===== src/rtl/instr_fetch_seq.sv =====
// Instruction fetch/sequencing unit: fetches one instruction per 4-phase upc cycle and
// issues PC loads for jumps, branches and halt. Define IFS_CALL_STACK_EN to add CALL/RET.
module instr_fetch_seq #(
   parameter int STACK_DEPTH = 4
) (
   input  logic        clk,
   input  logic        rst,
   input  logic [7:0]  pc,
   input  logic [1:0]  upc,
   output logic [7:0]  rom_addr,
   output logic        rom_rd,
   input  logic [15:0] rom_data,
   input  logic        zero_flag,
   output logic [15:0] ir,
   output logic        ir_valid,
   output logic        exec_en,
   output logic        load,
   output logic [7:0]  addr,
   output logic        halted,
   output logic        stk_err
);

   localparam logic [3:0] OP_JMP  = 4'h1;
   localparam logic [3:0] OP_JZ   = 4'h2;
   localparam logic [3:0] OP_JNZ  = 4'h3;
   localparam logic [3:0] OP_CALL = 4'h4;
   localparam logic [3:0] OP_RET  = 4'h5;
   localparam logic [3:0] OP_HLT  = 4'hF;

   if (STACK_DEPTH < 2 || STACK_DEPTH > 16 || (STACK_DEPTH & (STACK_DEPTH - 1)) != 0) begin : g_bad_depth
      $error("instr_fetch_seq: STACK_DEPTH must be a power of 2 in 2..16");
   end

   logic [15:0] ir_q, ir_d;
   logic        ir_valid_q, ir_valid_d;
   logic        load_q, load_d;
   logic [7:0]  addr_q, addr_d;
   logic        halted_q, halted_d;
   logic [3:0]  opcode;
   logic [7:0]  operand;
   logic        take;
   logic [7:0]  tgt;

   assign opcode  = ir_q[15:12];
   assign operand = ir_q[7:0];

`ifdef IFS_CALL_STACK_EN
   localparam int SPW = $clog2(STACK_DEPTH);
   localparam logic [SPW:0] SP_FULL = (SPW + 1)'(STACK_DEPTH);
   localparam logic [SPW:0] SP_ONE  = (SPW + 1)'(1);

   logic [7:0]   stk_q [STACK_DEPTH];
   logic [7:0]   stk_d [STACK_DEPTH];
   logic [SPW:0] sp_q, sp_d, sp_dec;
   logic         err_q, err_d;
   logic [7:0]   pc_inc;

   assign pc_inc = pc + 8'd1;
   assign sp_dec = sp_q - SP_ONE;
`endif

   always_comb begin
      ir_d       = ir_q;
      ir_valid_d = ir_valid_q;
      load_d     = 1'b0;
      addr_d     = addr_q;
      halted_d   = halted_q;
      take       = 1'b0;
      tgt        = operand;
`ifdef IFS_CALL_STACK_EN
      stk_d = stk_q;
      sp_d  = sp_q;
      err_d = err_q;
`endif
      case (upc)
         2'd1: begin
            if (!halted_q) begin
               ir_d       = rom_data;
               ir_valid_d = 1'b1;
            end
         end
         2'd2: begin
            // A halted unit keeps reloading the current pc so the counter stays frozen.
            if (halted_q) begin
               take = 1'b1;
               tgt  = pc;
            end else begin
               case (opcode)
                  OP_JMP: take = 1'b1;
                  OP_JZ:  take = zero_flag;
                  OP_JNZ: take = !zero_flag;
                  OP_HLT: begin
                     take     = 1'b1;
                     tgt      = pc;
                     halted_d = 1'b1;
                  end
`ifdef IFS_CALL_STACK_EN
                  OP_CALL: begin
                     take = 1'b1;
                     if (sp_q == SP_FULL) begin
                        err_d = 1'b1;
                     end else begin
                        stk_d[sp_q[SPW-1:0]] = pc_inc;
                        sp_d                 = sp_q + SP_ONE;
                     end
                  end
                  OP_RET: begin
                     if (sp_q == '0) begin
                        err_d = 1'b1;
                     end else begin
                        take = 1'b1;
                        tgt  = stk_q[sp_dec[SPW-1:0]];
                        sp_d = sp_dec;
                     end
                  end
`endif
                  default: ;
               endcase
            end
            load_d = take;
            if (take) addr_d = tgt;
         end
         default: ;
      endcase
   end

   always_ff @(posedge clk) begin
      if (rst) begin
         ir_q       <= 16'h0000;
         ir_valid_q <= 1'b0;
         load_q     <= 1'b0;
         addr_q     <= 8'h00;
         halted_q   <= 1'b0;
`ifdef IFS_CALL_STACK_EN
         for (int i = 0; i < STACK_DEPTH; i++) stk_q[i] <= 8'h00;
         sp_q  <= '0;
         err_q <= 1'b0;
`endif
      end else begin
         ir_q       <= ir_d;
         ir_valid_q <= ir_valid_d;
         load_q     <= load_d;
         addr_q     <= addr_d;
         halted_q   <= halted_d;
`ifdef IFS_CALL_STACK_EN
         stk_q <= stk_d;
         sp_q  <= sp_d;
         err_q <= err_d;
`endif
      end
   end

   assign rom_addr = pc;
   assign rom_rd   = (upc == 2'd0) && !halted_q;
   assign exec_en  = (upc == 2'd2) && !halted_q && (opcode >= 4'h6) && (opcode <= 4'hE);
   assign ir       = ir_q;
   assign ir_valid = ir_valid_q;
   assign load     = load_q;
   assign addr     = addr_q;
   assign halted   = halted_q;
`ifdef IFS_CALL_STACK_EN
   assign stk_err  = err_q;
`else
   assign stk_err  = 1'b0;
`endif

endmodule


===== config.mk =====
export PLATFORM = sky130hd
export DESIGN_NAME = instr_fetch_seq
export DESIGN_NICKNAME = d
export VERILOG_FILES = /design/src/rtl/instr_fetch_seq.sv
export SDC_FILE = /design/constraint.sdc
export NUM_CORES = 1
export LEC_CHECK = 0
export CAP_MARGIN = 20
export CORE_MARGIN = 4
export CORE_UTILIZATION = 38
export CTS_CLUSTER_SIZE = 20
export DETAILED_ROUTE_END_ITERATION = 8
export GPL_TIMING_DRIVEN = 0
export PLACE_DENSITY = 0.79
export SYNTH_ARGS = -nofsm -noshare
export SYNTH_HDL_FRONTEND = slang
export SYNTH_SLANG_ARGS = --single-unit

===== constraint.sdc =====
create_clock -name clk -period 2.32 [get_ports clk]
set_clock_uncertainty 0.15 [all_clocks]
set_input_delay 0.58 -clock clk [delete_from_list [all_inputs] [get_ports clk]]
set_output_delay 0.58 -clock clk [all_outputs]
set_load 0.02 [all_outputs]

# == After elaboration in Yosys (flattened, before gate mapping) ==
# Cells that the tools add are included.
# classes
n_addsub,0
mul,0
div,0
magnitude_cmp,2
n_eq_ne,6
shift,0
mux,7
bitwise_logic,2
n_reduce_logical,11
# op_table
operator,n
$mux W8,2
$eq A4 B2 Y1 const B,2
$eq A4 B1 Y1 const B,1
$eq A4 B4 Y1 const B,1
$ge A4 B3 Y1 const B,1
$le A4 B4 Y1 const B,1
$logic_and A1 B1 Y1,4
$mux W1,4
$reduce_and A2 Y1,2
$reduce_or A2 Y1,2
$pmux W1 S3,1
$eq A2 B1 Y1 const B,1
$eq A2 B2 Y1 const B,1
$logic_not A1 Y1,2
$logic_not A2 Y1,1
$not A1 Y1,2
# totals
register_bits,27
latch_bits,0
mem_bits_rw,0
mem_bits_ro,0
word_cells,33
memories,0

# == Depth between registers and ports, before layout ==
# Gate-level depths: netlist of run 1.
# logic_depth
word_depth,6
mapped_depth,6

# == Worst setup path after synthesis of run 1 ==
# OpenSTA, ideal clock, no wires.
# synth_path
path_kind,register to output
start,"reg ir_q[15], in the netlist ir[15]"
end,out exec_en
arrival_ns,1.387
slack_ns,0.203
stages_incl_launch_ff,4
n_path_buf,1
cell_sequence,dfxtp_1 a41oi_1 buf_1 and3b_1
# synth_between
elab_chain_cells,3
elab_cells_between_ends,4
# synth_rtl
element,line,text
"start, declared",34,"logic [15:0] ir_q, ir_d;"
"start signal, assigned",140,ir_q <= ir_d;
$ge A4 B3 Y1,155,assign exec_en = (upc == 2'd2) && !halted_q && (opcode >= 4'h6) && (opcode <= 4'hE);
$logic_and A1 B1 Y1,155,
$logic_and A1 B1 Y1 *,155,
"end, declared",16,"output logic exec_en,"
# Mark *: on every way between the ends. The rest lies on a longest branch, timed or not.

# == Worst setup path in the final report of run 1 ==
# layout_path
start,in pc[4]
end,out rom_addr[4]
# layout_rtl
element,line,text
"start, declared",8,"input logic [7:0] pc,"
"end, declared",10,"output logic [7:0] rom_addr,"
# No word-level cell between the ends.

==> results by group, run 1 <==
Layout
  • Non-filler instance count after layout: roughly 260
  • Layout cell share with drive strength beyond 1: 0.1469
  • Area Growth Syn to Fin: 61.72%
  • Number of nets in the layout: approximately 240
  • N_diodes: 0
  • Design area: 0.001951 sq mm

Setup path
  • CP startpoint: pc[4]
  • Startpoint kind of the worst setup timing path: primary input
  • Critical path type: in -> out
  • Arrival time worst endpoint: around 1500 ps
  • R2r startpoint: halted$_SDFFE_PP0N_
  • Endpoint class of the critical path: output port
  • CP Data Required Time: approximately 1600 ps
  • Peak fanout along the critical path: 2

Clocking
  • Clock tree from TritonCTS: yes
  • Clock transition at the registers of the reported paths: ~150 ps
  • Cts-stage hold buffer count: 0
  • H-tree levels: 1
  • Root buffer cell: clkbuf_4
  • Number of buffers added by the clock tree synthesis step: 3
  • Clock sink total: 27
  • Clock network latency to the later pin of the worst-skew pair: 330 ps
  • CTS max path bufs: 2

Timing
  • Unrepaired setup endpoints after global routing: false
  • Actual transition at the worst max-transition pin: 543.0 ps
  • Final setup violation count: 0
  • Final min period: between 2000 and 2500 ps
  • Final Hold Fails: 0
  • Final period util: 0.9666
  • Max_slew headroom: 0.6380
  • Hold slack: between 300 and 400 ps
  • Final max-slew violation count: 0
  • Fmax: between 400 and 500 MHz

Global route
  • Layer with the highest usage after global routing: met2
  • Fraction of met1 tracks used by global routing: 0.1892
  • Met3 usage in global routing: 0.02812
  • Remaining global-route overflow: 0
  • Maximum number of pins on one net before global-route repair: 17
  • Routing usage on met2: 0.2835
  • Wire length of the first global-routing pass: around 5200 um
  • Vias in the first global route: between 1k and 1.5k
  • Overall fraction of global-route tracks in use: 0.1599
  • Initial antenna violation count: 0

Synth
  • Synth Flop Type: dfxtp_1
  • Proportion of synthesized chip area in sequential cells: 0.4481
  • Cells taking the most area after synthesis: dfxtp_1, nand2_1, a211oi_2, a21oi_1, buf_4
  • Combined area of all synthesized cells: approximately 0.0012 sq mm
  • Count of flip-flops with a built-in enable after synthesis: 0
  • Post-synthesis average cell area: between 8 and 9 sq um
  • Dominant cell by count in the synthesized netlist: nand2_1
  • Unique cell type count in the Yosys netlist: 21
  • Library cell occupying the most area in the post-synthesis netlist: dfxtp_1
  • Post-Synthesis Net Count: approximately 170
  • Yosys Warn Count: 0
  • Share of the synthesized area in the top cell type: 0.4481
  • #FFs+latches synth: 27
  • Top cells by count, synth: nand2_1, dfxtp_1, a21oi_1
  • Post-Syn Instances: 140
  • Async set-or-reset flop fraction in the synthesized netlist: 0

Min path
  • Start point of the worst min-delay path: ir[8]$_SDFFE_PP0P_
  • Classification of the worst-slack hold path: reg -> reg

Placement
  • Number of instances in the placed design: approximately 250
  • Half-perimeter wire length of the detailed placement result: 2626 um
  • Buffers on Ports: 64
  • Final GP Congestion: 0.7035
  • Total cell area at the placement stage: 0.001902 sq mm

Pwr
  • PwrDens: approximately 470 mW/mm^2
  • Leakage power of the design: between 0.0008 and 0.0009 uW
  • Total power after layout: a little over 900 uW
  • Maximum VDD drop: between 0.3 and 0.4 mV

Detailed routing
  • Violation count after the first detailed-route iteration: 59
  • Detailed-route wire length per cell: approximately 13 um
  • Via count: between 1k and 1.5k
  • Via density: between 4 and 5
  • Number of design rule violations left after detail routing: 0
  • Total length of routed wires: roughly 3400 um
  • Length of the first detailed-routing pass in iterations: 4
  • Post-DRT Antenna Nets: 0

Outcome
  • Status: complete, no violations

Floorplan
  • Core area: about 0.003 sq mm
  • Number of placement rows: 20
  • Die outline area: 0.004140 sq mm
  • Chip Width: 64.34 um
  • I/O pin count: 67
  • Die Span Y: between 60 and 70 um
  • Effective utilization at floorplan: 0.3951

Job
  • MaxCap Viol Count: 0
==> cell type report <==
cell class,count,area [sq um]
Buffer,19,117.6
Clock buffer,3,22.52
Clock inverter,1,7.507
Fill cell,274,1102
Multi-Input combinational cell,94,559.3
Sequential cell,27,540.5
Tap cell,44,55.05
Timing Repair Buffer,67,648.1
==> per-stage QoR <==
| step | setup TNS, ps | worst slack (ps) | utilization |
|---|---|---|---|
| global placement | -3555 | -525.6 | 0.6230 |
| floorplan | 0 | 202.8 | - |
| detailed placement | -4469 | -540.6 | 0.6230 |
| finish | 0 | 77.57 | 0.6389 |
| CTS | -3.514 | -3.514 | 0.6299 |
| global route | 0 | 60.02 | 0.6389 |
==> path summary, 6_finish.rpt <==
check	cells after the start	slack, ps	to
min reg2reg	2	320	ir[8]$_SDFFE_PP0P_
max	3	80	rom_addr[4]
min	2	320	ir[8]$_SDFFE_PP0P_
max reg2reg	6	530	ir[6]$_SDFFE_PP0P_
==> state kept, by name, summed over array words and instances, names as in the netlist <==
signal    count
ir_valid      1
addr          8
load          1
halted        1
ir           16
==> worst max-delay path, stage by stage <==
cell	delay [ps]
clkdlybuf4s50_1	490
buf_4	120
dlygate4sd2_1	320
==> cell usage in the layout, fill, tap and decap left out, drive strengths merged, types with 5 or more instances in the layout <==
master and instances:
a211oi 8, a21oi 17, buf 19, clkbuf 8, clkdlybuf4s50 52, dfxtp 27, dlygate4sd2 8, mux2i 8
nand2 34, nor2 5, nor3 10
==> cells by family after synthesis <==
kind of cell | share of synthesized area
flops | 0.4481
compound gates | 0.1774
simple gates | 0.2106
mux | 0.06639
other cells | 0.003109
buf+inv | 0.09440
==> power by group <==
group	switching [uW]	total [uW]	internal [uW]
Sequential	15.1	497	482
Combinational	95.3	204	109
Clock	145	211	65.9
==> what timing repair did <==
item | 4_1_cts | 5_1_grt
setup endpoints to repair | 10 | 1
setup buffers | 0 | 3
resized for setup | 21 | 2
==> routing by layer <==
layer / routed length, um / vias to the layer above
li1: - / 608
met1: 1454 / 554
met2: 1760 / 37
met3: 153 / 6
met4: 60 / 0
met5: 0 / -
(Power assumes the default switching activity.)
==> run 2, diff against run 1 <==
--- a/config.mk
+++ b/config.mk
@@ -8,6 +8,7 @@
 export CAP_MARGIN = 20
 export CORE_MARGIN = 4
 export CORE_UTILIZATION = 38
+export CTS_CLUSTER_DIAMETER = 60
 export CTS_CLUSTER_SIZE = 20
 export DETAILED_ROUTE_END_ITERATION = 8
 export GPL_TIMING_DRIVEN = 0
==> results of run 2 <==
The final DEF is identical to that of run 1; final timing and power are the same.
==> run 3, diff against run 2 <==
--- a/config.mk
+++ b/config.mk
@@ -13,6 +13,7 @@
 export DETAILED_ROUTE_END_ITERATION = 8
 export GPL_TIMING_DRIVEN = 0
 export PLACE_DENSITY = 0.79
+export SETUP_SLACK_MARGIN = 0.05
 export SYNTH_ARGS = -nofsm -noshare
 export SYNTH_HDL_FRONTEND = slang
 export SYNTH_SLANG_ARGS = --single-unit
==> run 3 against run 2 <==
  * Core utilization fell by 0.25 points
  * Critical path depth did not move
  * Non-clock buffer count fell by 1
  * Critical path type unchanged
  * Sequential cell count did not move
  * Clock power barely moved
  * Sequential power barely moved
  * Clock-buffer cell count did not move
  * Combinational power barely moved
  * Total power rose by 0.15%
  * Maximum frequency barely moved
==> results by group, run 3 (same netlist as run 1, synthesis figures left out) <==
Clocking
  • Clock transition at the registers of the reported paths: 150 ps
  • Clock network latency to the later pin of the worst-skew pair: 330 ps
  • CTS max path bufs: 2
  • Clock sink total: 27
  • H-tree levels: 1
  • Number of buffers added by the clock tree synthesis step: 3
  • Clock tree from TritonCTS: yes
  • Cts-stage hold buffer count: 0
  • Root buffer cell: clkbuf_4

Detailed routing
  • Length of the first detailed-routing pass in iterations: 4
  • Via count: 1212
  • Via density: 4.772
  • Detailed-route wire length per cell: ~13 um
  • Number of design rule violations left after detail routing: 0
  • Violation count after the first detailed-route iteration: 50
  • Post-DRT Antenna Nets: 0
  • Total length of routed wires: approximately 3400 um

Placement
  • Setup slack after placement: -540.6 ps
  • Buffers on Ports: 64
  • Half-perimeter wire length of the detailed placement result: between 2000 and 3000 um
  • Final GP Congestion: 0.7035

Global route
  • Remaining global-route overflow: 0
  • Overall fraction of global-route tracks in use: 0.1599
  • Initial antenna violation count: 0
  • Vias in the first global route: 1154
  • Maximum number of pins on one net before global-route repair: 17
  • Wire length of the first global-routing pass: approximately 5200 um

Setup path
  • Endpoint class of the critical path: output port
  • Reg2reg end: ir[6]$_SDFFE_PP0P_
  • Cells on worst reg2reg path: 6
  • R2r startpoint: halted$_SDFFE_PP0N_
  • Peak fanout along the critical path: 2
  • Reg-to-reg setup timing slack: 530 ps
  • Startpoint kind of the worst setup timing path: primary input
  • Arrival time worst endpoint: approximately 1500 ps
  • CP Data Required Time: 1590 ps
  • Capturing element of the worst setup path: rom_addr[4]
  • CP startpoint: pc[4]
  • Critical path type: in -> out

Timing
  • Fmax: between 400 and 500 MHz
  • Final min period: roughly 2200 ps
  • Actual transition at the worst max-transition pin: roughly 550 ps
  • Final setup violation count: 0
  • Aggregate negative setup slack: 0 ps
  • Unrepaired setup endpoints after global routing: false
  • Final Hold Fails: 0
  • Final period util: 0.9663
  • Max_slew headroom: 0.6319
  • Final max-slew violation count: 0
  • Minimum setup slack in the final design: 78.29 ps

Layout
  • N_diodes: 0
  • Most common cell after layout, fill and taps aside: clkdlybuf4s50_1
  • Area Growth Syn to Fin: 61.10%
  • Layout cell share with drive strength beyond 1: 0.1619
  • Number of flip-flops in the largest register: 16
  • Most frequent cells in the layout: clkdlybuf4s50_1, nand2_1, dfxtp_1, a21oi_1, buf_4
  • Number of nets in the layout: between 200 and 250

Pwr
  • Maximum VDD drop: between 0.3 and 0.4 mV
  • Leakage power of the design: approximately 0.00080 uW
  • PwrDens: 470.1 mW/mm^2

Floorplan
  • Chip Width: roughly 64 um
  • Core area: ~0.0031 sq mm
  • Die Span Y: roughly 64 um
  • I/O pin count: 67
  • Effective utilization at floorplan: 0.3951
  • Number of placement rows: 20
  • Die outline area: just over 0.004 sq mm

Min path
  • Classification of the worst-slack hold path: reg -> reg
  • Start point of the worst min-delay path: ir[8]$_SDFFE_PP0P_

Outcome
  • Status: complete, no violations

Job
  • MaxCap Viol Count: 0
[run 3: what timing repair did]
action	in CTS	in global routing
setup endpoints to repair	10	1
setup buffers	0	2
resized for setup	26	2
endpoints found under the hold margin	0	0
[run 3: final cells by class]
| type | count | area [sq um] |
|---|---|---|
| buffer | 19 | 117.6 |
| clock buffer | 3 | 22.52 |
| clock inverter | 1 | 7.507 |
| fill | 280 | 1110 |
| multi-input combinational | 94 | 559.3 |
| sequential | 27 | 545.5 |
| tap | 44 | 55.05 |
| timing repair buffer | 66 | 635.6 |
[run 3: worst min-delay path by stage]
stage / endpoint / slack [ps] / depth (start not counted)
after global routing: ir[8]$_SDFFE_PP0P_ / 340 / 2
after detailed placement: ir[8]$_SDFFE_PP0P_ / 300 / 2
after CTS: ir[8]$_SDFFE_PP0P_ / 320 / 2
after floorplan: ir[10]$_SDFFE_PP0P_ / 380 / 2
final: ir[8]$_SDFFE_PP0P_ / 320 / 2
after global placement: ir[11]$_SDFFE_PP0P_ / 290 / 2
[run 3: routing by layer]
metal  vias up  wire length [um]  track usage  share of wire
li1        609                 -            -              -
met5         -                 0            0              0
met2        36              1742       0.2835           0.51
met3         8               143      0.02812          0.042
met4         0                71      0.06332          0.021
met1       559              1452       0.1892           0.43
[run 3: worst max-delay path, stage by stage]
cell             delay, ps
clkdlybuf4s50_1        490
buf_4                  120
dlygate4sd2_1          320
[run 3: metrics by stage]
| stage | std cells | cell area, sq um | utilization | hold slack (ps) | power [uW] |
|---|---|---|---|---|---|
| global route | 254 | 1943 | 0.6365 | 343.9 | 950.3 |
| floorplan | 140 | 1206 | - | 384.5 | 600.7 |
| detailed placement | 248 | 1902 | 0.6230 | 301.9 | 715.6 |
| finish | 254 | 1943 | 0.6365 | 319.7 | 913.5 |
| global placement | 248 | 1902 | 0.6230 | 293.1 | 710.3 |
| CTS | 252 | 1926 | 0.6307 | 322.2 | 917.2 |
[run 3: where the power goes]
part / switching (uW) / leakage, uW / internal (uW)
logic: 95.1 / 0.000569 / 107
registers: 14.9 / 0.000222 / 482
clock network: 148 / 0.0000139 / 66.0
